<file path="src/rtl/accum_requant.sv">
// Accumulates a group of signed partial results, then requantizes the sum to OUT_WIDTH with saturation.
// Build option: define ACCUM_REQUANT_ROUND_EN for round-half-up instead of truncation toward minus infinity.
module accum_requant #(
  parameter int IN_WIDTH  = 32,
  parameter int ACC_WIDTH = 40,
  parameter int OUT_WIDTH = 8,
  parameter int CNT_WIDTH = 8
) (
  input  logic                 clk_i,
  input  logic                 rst_i,
  input  logic [IN_WIDTH-1:0]  D_in,
  input  logic                 valid_in,
  output logic                 ready_in,
  input  logic [CNT_WIDTH-1:0] num_acc,
  input  logic [5:0]           shift,
  output logic [OUT_WIDTH-1:0] Q_out,
  output logic                 sat_o,
  output logic                 valid_out,
  input  logic                 ready_out
);

  typedef enum logic {
    S_ACC  = 1'b0,
    S_HOLD = 1'b1
  } state_t;

  // Saturation bounds, widened to the requant datapath so the compare sees every bit.
  localparam logic signed [ACC_WIDTH:0] OUT_MAX_W =
    {{(ACC_WIDTH - OUT_WIDTH + 2){1'b0}}, {(OUT_WIDTH - 1){1'b1}}};
  localparam logic signed [ACC_WIDTH:0] OUT_MIN_W =
    {{(ACC_WIDTH - OUT_WIDTH + 2){1'b1}}, {(OUT_WIDTH - 1){1'b0}}};
  localparam logic [OUT_WIDTH-1:0] OUT_MAX = {1'b0, {(OUT_WIDTH - 1){1'b1}}};
  localparam logic [OUT_WIDTH-1:0] OUT_MIN = {1'b1, {(OUT_WIDTH - 1){1'b0}}};

  state_t                      state_q, state_d;
  logic signed [ACC_WIDTH-1:0] acc_q, acc_d;
  logic [CNT_WIDTH-1:0]        cnt_q, cnt_d;
  logic [CNT_WIDTH-1:0]        num_q, num_d;
  logic [5:0]                  shift_q, shift_d;
  logic [OUT_WIDTH-1:0]        q_q, q_d;
  logic                        sat_q, sat_d;

  logic                        beat;
  logic                        first;
  logic                        last;
  logic [CNT_WIDTH-1:0]        num_eff;
  logic [CNT_WIDTH-1:0]        grp_num;
  logic [5:0]                  grp_shift;
  logic [5:0]                  sh_eff;
  logic signed [ACC_WIDTH-1:0] d_ext;
  logic signed [ACC_WIDTH-1:0] sum;
  logic signed [ACC_WIDTH:0]   sum_w;
  logic signed [ACC_WIDTH:0]   rounded;
  logic signed [ACC_WIDTH:0]   shifted;
  logic                        too_hi;
  logic                        too_lo;
  logic [OUT_WIDTH-1:0]        q_sat;

  assign ready_in  = (state_q == S_ACC) && !rst_i;
  assign beat      = valid_in && ready_in;
  assign first     = (cnt_q == '0);

  // The group length and shift come straight from the ports on the first beat, from the latches afterwards.
  assign num_eff   = (num_acc == '0) ? CNT_WIDTH'(1) : num_acc;
  assign grp_num   = first ? num_eff : num_q;
  assign grp_shift = first ? shift : shift_q;
  assign last      = (cnt_q == grp_num - CNT_WIDTH'(1));

  assign d_ext     = ACC_WIDTH'($signed(D_in));
  assign sum       = acc_q + d_ext;

  assign sh_eff    = (int'(grp_shift) > ACC_WIDTH - 1) ? 6'(ACC_WIDTH - 1) : grp_shift;
  // One extra bit keeps the rounding increment from wrapping a near-full-scale sum.
  assign sum_w     = (ACC_WIDTH + 1)'(sum);

`ifdef ACCUM_REQUANT_ROUND_EN
  logic [ACC_WIDTH:0] rnd;
  assign rnd       = ((ACC_WIDTH + 1)'(1) << sh_eff) >> 1;
  assign rounded   = sum_w + $signed(rnd);
`else
  assign rounded   = sum_w;
`endif

  assign shifted   = rounded >>> sh_eff;
  assign too_hi    = shifted > OUT_MAX_W;
  assign too_lo    = shifted < OUT_MIN_W;
  assign q_sat     = too_hi ? OUT_MAX :
                     too_lo ? OUT_MIN : shifted[OUT_WIDTH-1:0];

  // NOTE: every variable gets its hold value first so no path through the case can infer a latch.
  always_comb begin
    state_d = state_q;
    acc_d   = acc_q;
    cnt_d   = cnt_q;
    num_d   = num_q;
    shift_d = shift_q;
    q_d     = q_q;
    sat_d   = sat_q;
    case (state_q)
      S_ACC: begin
        if (beat) begin
          acc_d = sum;
          cnt_d = cnt_q + CNT_WIDTH'(1);
          if (first) begin
            num_d   = num_eff;
            shift_d = shift;
          end
          if (last) begin
            q_d     = q_sat;
            sat_d   = too_hi || too_lo;
            state_d = S_HOLD;
          end
        end
      end
      S_HOLD: begin
        if (ready_out) begin
          acc_d   = '0;
          cnt_d   = '0;
          state_d = S_ACC;
        end
      end
      default: state_d = S_ACC;
    endcase
  end

  // NOTE: state registers use non-blocking assignments so every flop samples pre-edge values.
  always_ff @(posedge clk_i) begin
    if (rst_i) begin
      state_q <= S_ACC;
      acc_q   <= '0;
      cnt_q   <= '0;
      num_q   <= '0;
      shift_q <= '0;
      q_q     <= '0;
      sat_q   <= 1'b0;
    end else begin
      state_q <= state_d;
      acc_q   <= acc_d;
      cnt_q   <= cnt_d;
      num_q   <= num_d;
      shift_q <= shift_d;
      q_q     <= q_d;
      sat_q   <= sat_d;
    end
  end

  assign Q_out     = q_q;
  assign sat_o     = sat_q;
  assign valid_out = (state_q == S_HOLD);

endmodule

</file>
<file path="config.mk">
export PLATFORM = sky130hd
export DESIGN_NAME = accum_requant
export DESIGN_NICKNAME = d
export VERILOG_FILES = /design/src/rtl/accum_requant.sv
export SDC_FILE = /design/constraint.sdc
export NUM_CORES = 1
export LEC_CHECK = 0
export CAP_MARGIN = 40
export CORE_MARGIN = 2
export CORE_UTILIZATION = 51
export DETAILED_ROUTE_END_ITERATION = 6
export GPL_ROUTABILITY_DRIVEN = 1
export PLACE_DENSITY_LB_ADDON = 0.25
export SYNTH_ARGS = -nofsm -noshare
export SYNTH_HDL_FRONTEND = slang
export SYNTH_SLANG_ARGS = --single-unit
</file>
<file path="constraint.sdc">
create_clock -name clk_i -period 7.99 [get_ports clk_i]
set_input_delay 0.799 -clock clk_i [delete_from_list [all_inputs] [get_ports clk_i]]
set_output_delay 0.799 -clock clk_i [all_outputs]
set_load 0.02 [all_outputs]
</file>
==> impl_metrics.env, run 1 <==
export IMPL_status="finished clean"
export IMPL_firstDrtPassIters=6
export IMPL_ctsResizeCount=0
export IMPL_synth_simple_area_share_pct=26.3
export IMPL_synth_warning_count=0
export IMPL_layout_min_cycle_time_ps=5990
export IMPL_post_dp_hpwl_mm=26.3
export IMPL_drc_errors=0
export IMPL_maxCapViolCount=0
export IMPL_switching_share_pct=49.0
export IMPL_clock_sinks=72
export IMPL_setup_viol=0
export IMPL_fin_skew_ps=12.4
export IMPL_synth_edff_count=0
export IMPL_drv_slew=0
export IMPL_synth_top_area_cell="dfxtp_1"
export IMPL_critical_path_startpoint_type="input pin"
export IMPL_power_leakage_uw=0.00373
export IMPL_max_freq_ghz=0.167
export IMPL_fill_cells=1768
export IMPL_report_power_total_uw=2060
export IMPL_clockPowerShare_pct=21.6
export IMPL_core_um2=17900
export IMPL_grt_usage_pct=34.9
export IMPL_max_vdd_ir_drop_uv=129
export IMPL_cts_tree="done"
export IMPL_synth_most_common_cell="nor2_1"
export IMPL_p_seq_share_pct=19.4
export IMPL_yosysSeqAreaShare_pct=15.5
export IMPL_synthAdderAreaFrac_pct=5.87
export IMPL_detail_route_antenna_nets=0
export IMPL_start_util_pct=51.9
export IMPL_die_h_um=139
export IMPL_grt_pass1_vias=9676
export IMPL_synth_compound_area_share_pct=35.3
export IMPL_antenna_cells=0
export IMPL_regArea_um2=1440
export IMPL_synthXorXnorAreaFrac_pct=4.34
export IMPL_die_x_um=139
export IMPL_required_ps=8200
export IMPL_rsz0062_at_grt="false"
export IMPL_setup_tns_ps=0
export IMPL_antenna_found_initial=0
export IMPL_routed_wl_mm=34.3
export IMPL_path_max_fanout=8
export IMPL_tightest_slew_ps=901
export IMPL_io_buffers=60
export IMPL_netlist_area_leader_share_pct=15.5
export IMPL_cts_setup_buffers=0
export IMPL_num_vias=10500
export IMPL_cp_end_kind="register"
export IMPL_synth_fp_nets=1395
export IMPL_hold_violations=0
export IMPL_grt_first_pass_wirelength_mm=54.3
export IMPL_slew_limit_headroom_pct=39.8
export IMPL_io_pins=61
export IMPL_vias_per_cell=6.85
export IMPL_synth_mux_area_share_pct=6.26
export IMPL_gp_congestion=1.05
export IMPL_rows=49
export IMPL_htreeDepth=3
export IMPL_arrival_ps=6200
export IMPL_synth_distinct_cells=102
export IMPL_cts_buffers=9
export IMPL_layout_drive_gt1_share_pct=7.36
export IMPL_grt_max_degree=54
export IMPL_dieArea_um2=19300
export IMPL_synth_top_family_by_area="compound AO/OA/AOI/OAI gates"
export IMPL_ys_ff_latch=72
export IMPL_syn_cell_area_um2=9290
export IMPL_cts_max_path_buffers=2
export IMPL_clock_root_buffer="clkbuf_16"
export IMPL_finalNetCount=1393
export IMPL_wire_per_inst_um=22.3
export IMPL_syn_to_final_growth_pct=8.72
export IMPL_synthArstFlopShare_pct=0
export IMPL_internal_power_uw=1050
export IMPL_drtIter0Drc=1284
export IMPL_p_comb_share_pct=59.1
export IMPL_syn_avg_cell_area_um2=7.13
export IMPL_synth_top_flop_cell="dfxtp_1"
export IMPL_fin_crit_sh_pct=75.0
export IMPL_powerDensity_nw_per_um2=204
export IMPL_yosys_top_cells_area="dfxtp_1 16%, nor2_1 6.8%, ha_1 5.7%"
export IMPL_netlist_instances=1302
export IMPL_grt_overflow_total=0
export IMPL_clkTransAtPathRegs_ps=60
export IMPL_multi_input_area_um2=7270
export IMPL_cts_hold_buf=0
export IMPL_synthTopCellsByCount="168 x nor2_1, 138 x nand2_1, 98 x o21ai_0"
export IMPL_clk_latency_ps=360
export IMPL_switchingPower_uw=1010
export IMPL_min_delay_path_class="register to register"
export IMPL_critPathKind="input pin to register"
## worst paths after layout
| check | depth (start not counted) | slack (ps) | to | startpoint |
|---|---|---|---|---|
| setup / recovery | 17 | 2000 | Q_out[1]$_SDFFE_PP0P_ | D_in[0] |
| hold / removal | 2 | 470 | num_q[0]$_SDFFE_PP0P_ | num_q[0]$_SDFFE_PP0P_ |
| setup reg to reg | 16 | 2570 | Q_out[1]$_SDFFE_PP0P_ | acc_q[0]$_SDFFE_PP0P_ |
| hold reg to reg | 2 | 470 | num_q[0]$_SDFFE_PP0P_ | num_q[0]$_SDFFE_PP0P_ |
## area by class of cell
type	instances	share of cell area (%)
Clock inverter	6	0.719
Tap cell	229	2.84
Inverter	11	0.409
Clock buffer	10	2.37
Sequential cell	72	14.3
Timing Repair Buffer	80	7.43
Multi-Input combinational cell	1126	72.0
## routing by layer
layer / GRT usage (%) / up-vias / wire [µm]
met3: 5.04 / 82 / 2920
met2: 53.6 / 558 / 14900
met1: 50.3 / 4910 / 15400
li1: - / 4954 / -
met5: 0 / - / 0
met4: 11.1 / 0 / 1000
## metrics by stage
| stage | utilization (%) | cells | worst slack [ps] | area (µm²) | hold slack (ps) |
|---|---|---|---|---|---|
| 2_1_floorplan | - | 1302 | 3060 | 9290 | 429 |
| 3_3_place_gp | 54.5 | 1516 | 1780 | 9770 | 441 |
| 3_5_place_dp | 54.7 | 1518 | 1740 | 9790 | 462 |
| 4_1_cts | 56.4 | 1534 | 2100 | 10100 | 476 |
| 5_1_grt | 56.4 | 1534 | 1600 | 10100 | 498 |
| 6_report | 56.4 | 1534 | 2000 | 10100 | 474 |
## state kept, by name, summed over array words and instances (netlist names)
| signal | count |
|---|---|
| sat_o | 1 |
| num_q | 8 |
| valid_out | 1 |
| Q_out | 8 |
| acc_q | 40 |
| shift_q | 6 |
| cnt_q | 8 |
## kinds of logic (layout without fill, tap and decap cells)
family / after synthesis / after routing
XOR/XNOR: 46 / 46
multiplexers: 56 / 56
AO/OA/AOI/OAI: 470 / 470
adder cells (fa/ha/maj): 43 / 43
flip-flops: 72 / 72
AND/OR/NAND/NOR: 511 / 511
buffers and inverters: 104 / 107
## placed cells by master, fill, tap and decap left out, types with 7 or more instances in the layout
cell type,synthesis,final
buf_4,8,18
inv_1,10,10
nand3_1,40,40
and3_1,12,12
clkdlybuf4s50_1,0,59
xnor2_1,27,27
nor3_1,46,46
nand2_1,138,138
o21a_1,18,18
mux2_2,7,7
a221oi_1,7,7
xor2_1,19,19
a31oi_1,12,12
o211ai_1,23,23
a2111oi_0,7,7
nor2_1,168,168
o21ai_0,98,98
a21oi_1,93,92
nor4_1,7,7
nand4_1,31,31
a211oi_1,15,15
mux2i_1,48,48
clkbuf_16,0,9
dfxtp_1,72,72
a22oi_1,43,43
a21o_1,12,12
o22ai_1,27,27
and4_1,7,7
or3_1,16,16
o221ai_1,12,12
ha_1,42,42
## worst max-delay path: stages
cell and delay, ps:
clkdlybuf4s50_1 410, ha_1 240, fa_1 450, a211oi_2 310, o211ai_1 220, a21oi_1 400, a2bb2oi_2 340, mux2i_1 410
nand2_1 130, a222oi_1 450, o211ai_1 250, nand3_1 240, a41o_1 190, o21ai_0 80, or4b_4 550, a2111oi_4 540
o22ai_1 170
## power by group through the flow
stage | Combinational [µW] | Sequential [µW] | Clock (µW)
3_3_place_gp | 1180 | 407 | 0
2_1_floorplan | 866 | 404 | 0
3_5_place_dp | 1170 | 408 | 0
4_1_cts | 1180 | 400 | 447
5_1_grt | 1310 | 403 | 459
6_report | 1220 | 400 | 445
Note: power is estimated with default switching activity, not from simulation.
==> run 2: changes to the inputs <==
clock period = 4.85 ns   (was 7.99 ns; I/O delays follow)
==> run 2 against run 1 <==
Against the previous run:
- worst hold slack better by 4.7 ps
- first-iteration DRC count is 21% higher
- clock-buffer cell count is 1 lower
- wire length is 18% higher
- sequential share of layout area is 3.4 points lower
- sequential power is 65% higher
- via count is 17% higher
- clock skew is 2.6 ps lower
- final area is 32% higher
- register-to-register slack worse by 2300 ps
- critical endpoint is now sat_o$_SDFFE_PP0P_
==> impl_metrics.env, run 2 (same netlist as run 1, synthesis figures left out) <==
export IMPL_status="finished clean"
export IMPL_grt_max_degree=55
export IMPL_rrSetupSlack_ps=230
export IMPL_finalNetCount=1731
export IMPL_io_buffers=60
export IMPL_drv_slew=0
export IMPL_grt_first_pass_wirelength_mm=61.3
export IMPL_layout_min_cycle_time_ps=4840
export IMPL_slew_limit_headroom_pct=42.3
export IMPL_hold_violations=0
export IMPL_layout_common_cells="352 x buf_4, 162 x nor2_1, 135 x nand2_1"
export IMPL_setup_tns_ps=0
export IMPL_io_pins=61
export IMPL_whs_path_depth=2
export IMPL_min_delay_path_class="register to register"
export IMPL_design_area_um2=13300
export IMPL_path_max_fanout=6
export IMPL_critical_path_startpoint_type="input pin"
export IMPL_required_ps=5100
export IMPL_syn_to_final_growth_pct=43.3
export IMPL_grt_overflow_total=0
export IMPL_antenna_cells=0
export IMPL_gp_congestion=1.03
export IMPL_final_util_pct=74.3
export IMPL_antenna_found_initial=0
export IMPL_drtIter0Drc=1556
export IMPL_rows=49
export IMPL_reg2reg_to="sat_o$_SDFFE_PP0P_"
export IMPL_powerDensity_nw_per_um2=321
export IMPL_cts_tree="done"
export IMPL_num_vias=12300
export IMPL_arrival_ps=5090
export IMPL_detail_route_antenna_nets=0
export IMPL_cts_max_path_buffers=2
export IMPL_power_leakage_uw=0.00547
export IMPL_setup_viol=0
export IMPL_fin_skew_ps=9.85
export IMPL_grt_pass1_vias=11400
export IMPL_tightest_slew_ps=863
export IMPL_routed_wl_mm=40.4
export IMPL_dieArea_um2=19300
export IMPL_wire_per_inst_um=21.6
export IMPL_worst_hold_slack_ps=479
export IMPL_maxCapViolCount=0
export IMPL_start_util_pct=51.9
export IMPL_r2r_start="cnt_q[0]$_SDFFE_PP0P_"
export IMPL_drc_errors=0
export IMPL_min_from="num_q[0]$_SDFFE_PP0P_"
export IMPL_pre_cts_ws_ps=-512
export IMPL_max_flop_register="acc_q"
export IMPL_cts_buffers=9
export IMPL_grt_usage_pct=39.1
export IMPL_firstDrtPassIters=6
export IMPL_critPathKind="input pin to register"
export IMPL_largest_register_ff_count=40
export IMPL_cts_hold_buf=0
export IMPL_vias_per_cell=6.59
export IMPL_clock_sinks=72
export IMPL_die_x_um=139
export IMPL_reg2reg_depth=18
export IMPL_clock_root_buffer="clkbuf_16"
export IMPL_max_vdd_ir_drop_uv=243
export IMPL_post_dp_hpwl_mm=30.3
export IMPL_whs_endpoint="num_q[0]$_SDFFE_PP0P_"
export IMPL_layout_commonest_cell="buf_4"
export IMPL_htreeDepth=3
export IMPL_fin_crit_sh_pct=99.8
export IMPL_core_um2=17900
export IMPL_fin_ws_ps=11.0
export IMPL_clkTransAtPathRegs_ps=70
export IMPL_die_h_um=139
export IMPL_cp_end_kind="register"
export IMPL_max_freq_ghz=0.207
export IMPL_layout_drive_gt1_share_pct=32.3
export IMPL_clk_latency_ps=360
export IMPL_place_area_um2=12200
run 2: cell types whose count changed in the layout (fill, tap and decap cells not counted), sizes merged:
cell	delta
buf	+338
bufinv	-1
clkbuf	-1
clkdlybuf4s50	-2
clkinv	+1
clkinvlp	+1
dlymetal6s2s	+2
run 2: timing repair:
item | 4_1_cts | 5_1_grt
setup endpoints to repair | 8 | 9
endpoints found under the hold margin | 0 | 0
gates resized for setup | 8 | 134
buffers inserted | 3 | 18
pin swaps | 6 | 42
run 2: worst max-delay path by stage:
| stage | depth (start not counted) | slack (ps) | endpoint | start |
|---|---|---|---|---|
| floorplan | 16 | 230 | Q_out[1]$_SDFFE_PP0P_ | D_in[0] |
| global placement | 21 | -460 | Q_out[1]$_SDFFE_PP0P_ | D_in[1] |
| detailed placement | 19 | -510 | Q_out[0]$_SDFFE_PP0P_ | D_in[0] |
| CTS | 19 | 5 | Q_out[0]$_SDFFE_PP0P_ | D_in[2] |
| global route | 21 | -130 | sat_o$_SDFFE_PP0P_ | D_in[13] |
| finish | 21 | 10 | sat_o$_SDFFE_PP0P_ | D_in[13] |
run 2: area by class of cell:
class | count | area [µm²]
sequential | 72 | 1440
tap | 229 | 287
multi-input combinational | 1126 | 7910
inverter | 11 | 41.3
fill | 1358 | 4600
timing repair buffer | 418 | 3350
clock inverter | 7 | 61.3
clock buffer | 9 | 225
run 2: metrics by stage:
step                      total power (µW)  cells
after detailed placement              3240   1836
after floorplan                       2090   1302
final                                 4270   1872
after global placement                3240   1836
after global routing                  4450   1872
after CTS                             3950   1855
run 2: report_power, final:
group,switching [µW],internal (µW),leakage [µW]
Clock,334,358,0.000135
Sequential,30.5,631,0.000588
Combinational,1620,1300,0.00475
Total,1980,2290,0.00547
run 2: worst max-delay path: stages:
cell	delay [ps]
clkdlybuf4s50_1	410
ha_1	330
buf_4	170
nand4_1	260
nor2_2	260
nand3_2	160
buf_4	180
a311o_1	340
buf_4	150
o211ai_1	150
a2bb2oi_2	180
o211ai_2	120
buf_4	170
a21oi_1	140
o211ai_1	120
and3_1	230
or3b_4	390
o41ai_4	430
buf_4	170
a311oi_1	60
o21bai_1	160
run 2: routing by layer:
layer | wire length, µm | track usage (%)
met1 | 16600 | 53.7
met2 | 18000 | 61.1
met3 | 4110 | 8.18
met5 | 0 | 0
met4 | 1640 | 13.7
==> run 3: changes to the inputs <==
CTS_CLUSTER_DIAMETER = 30   (was unset)
==> results of run 3 <==
Final layout, timing and power as in run 2 (identical DEF).
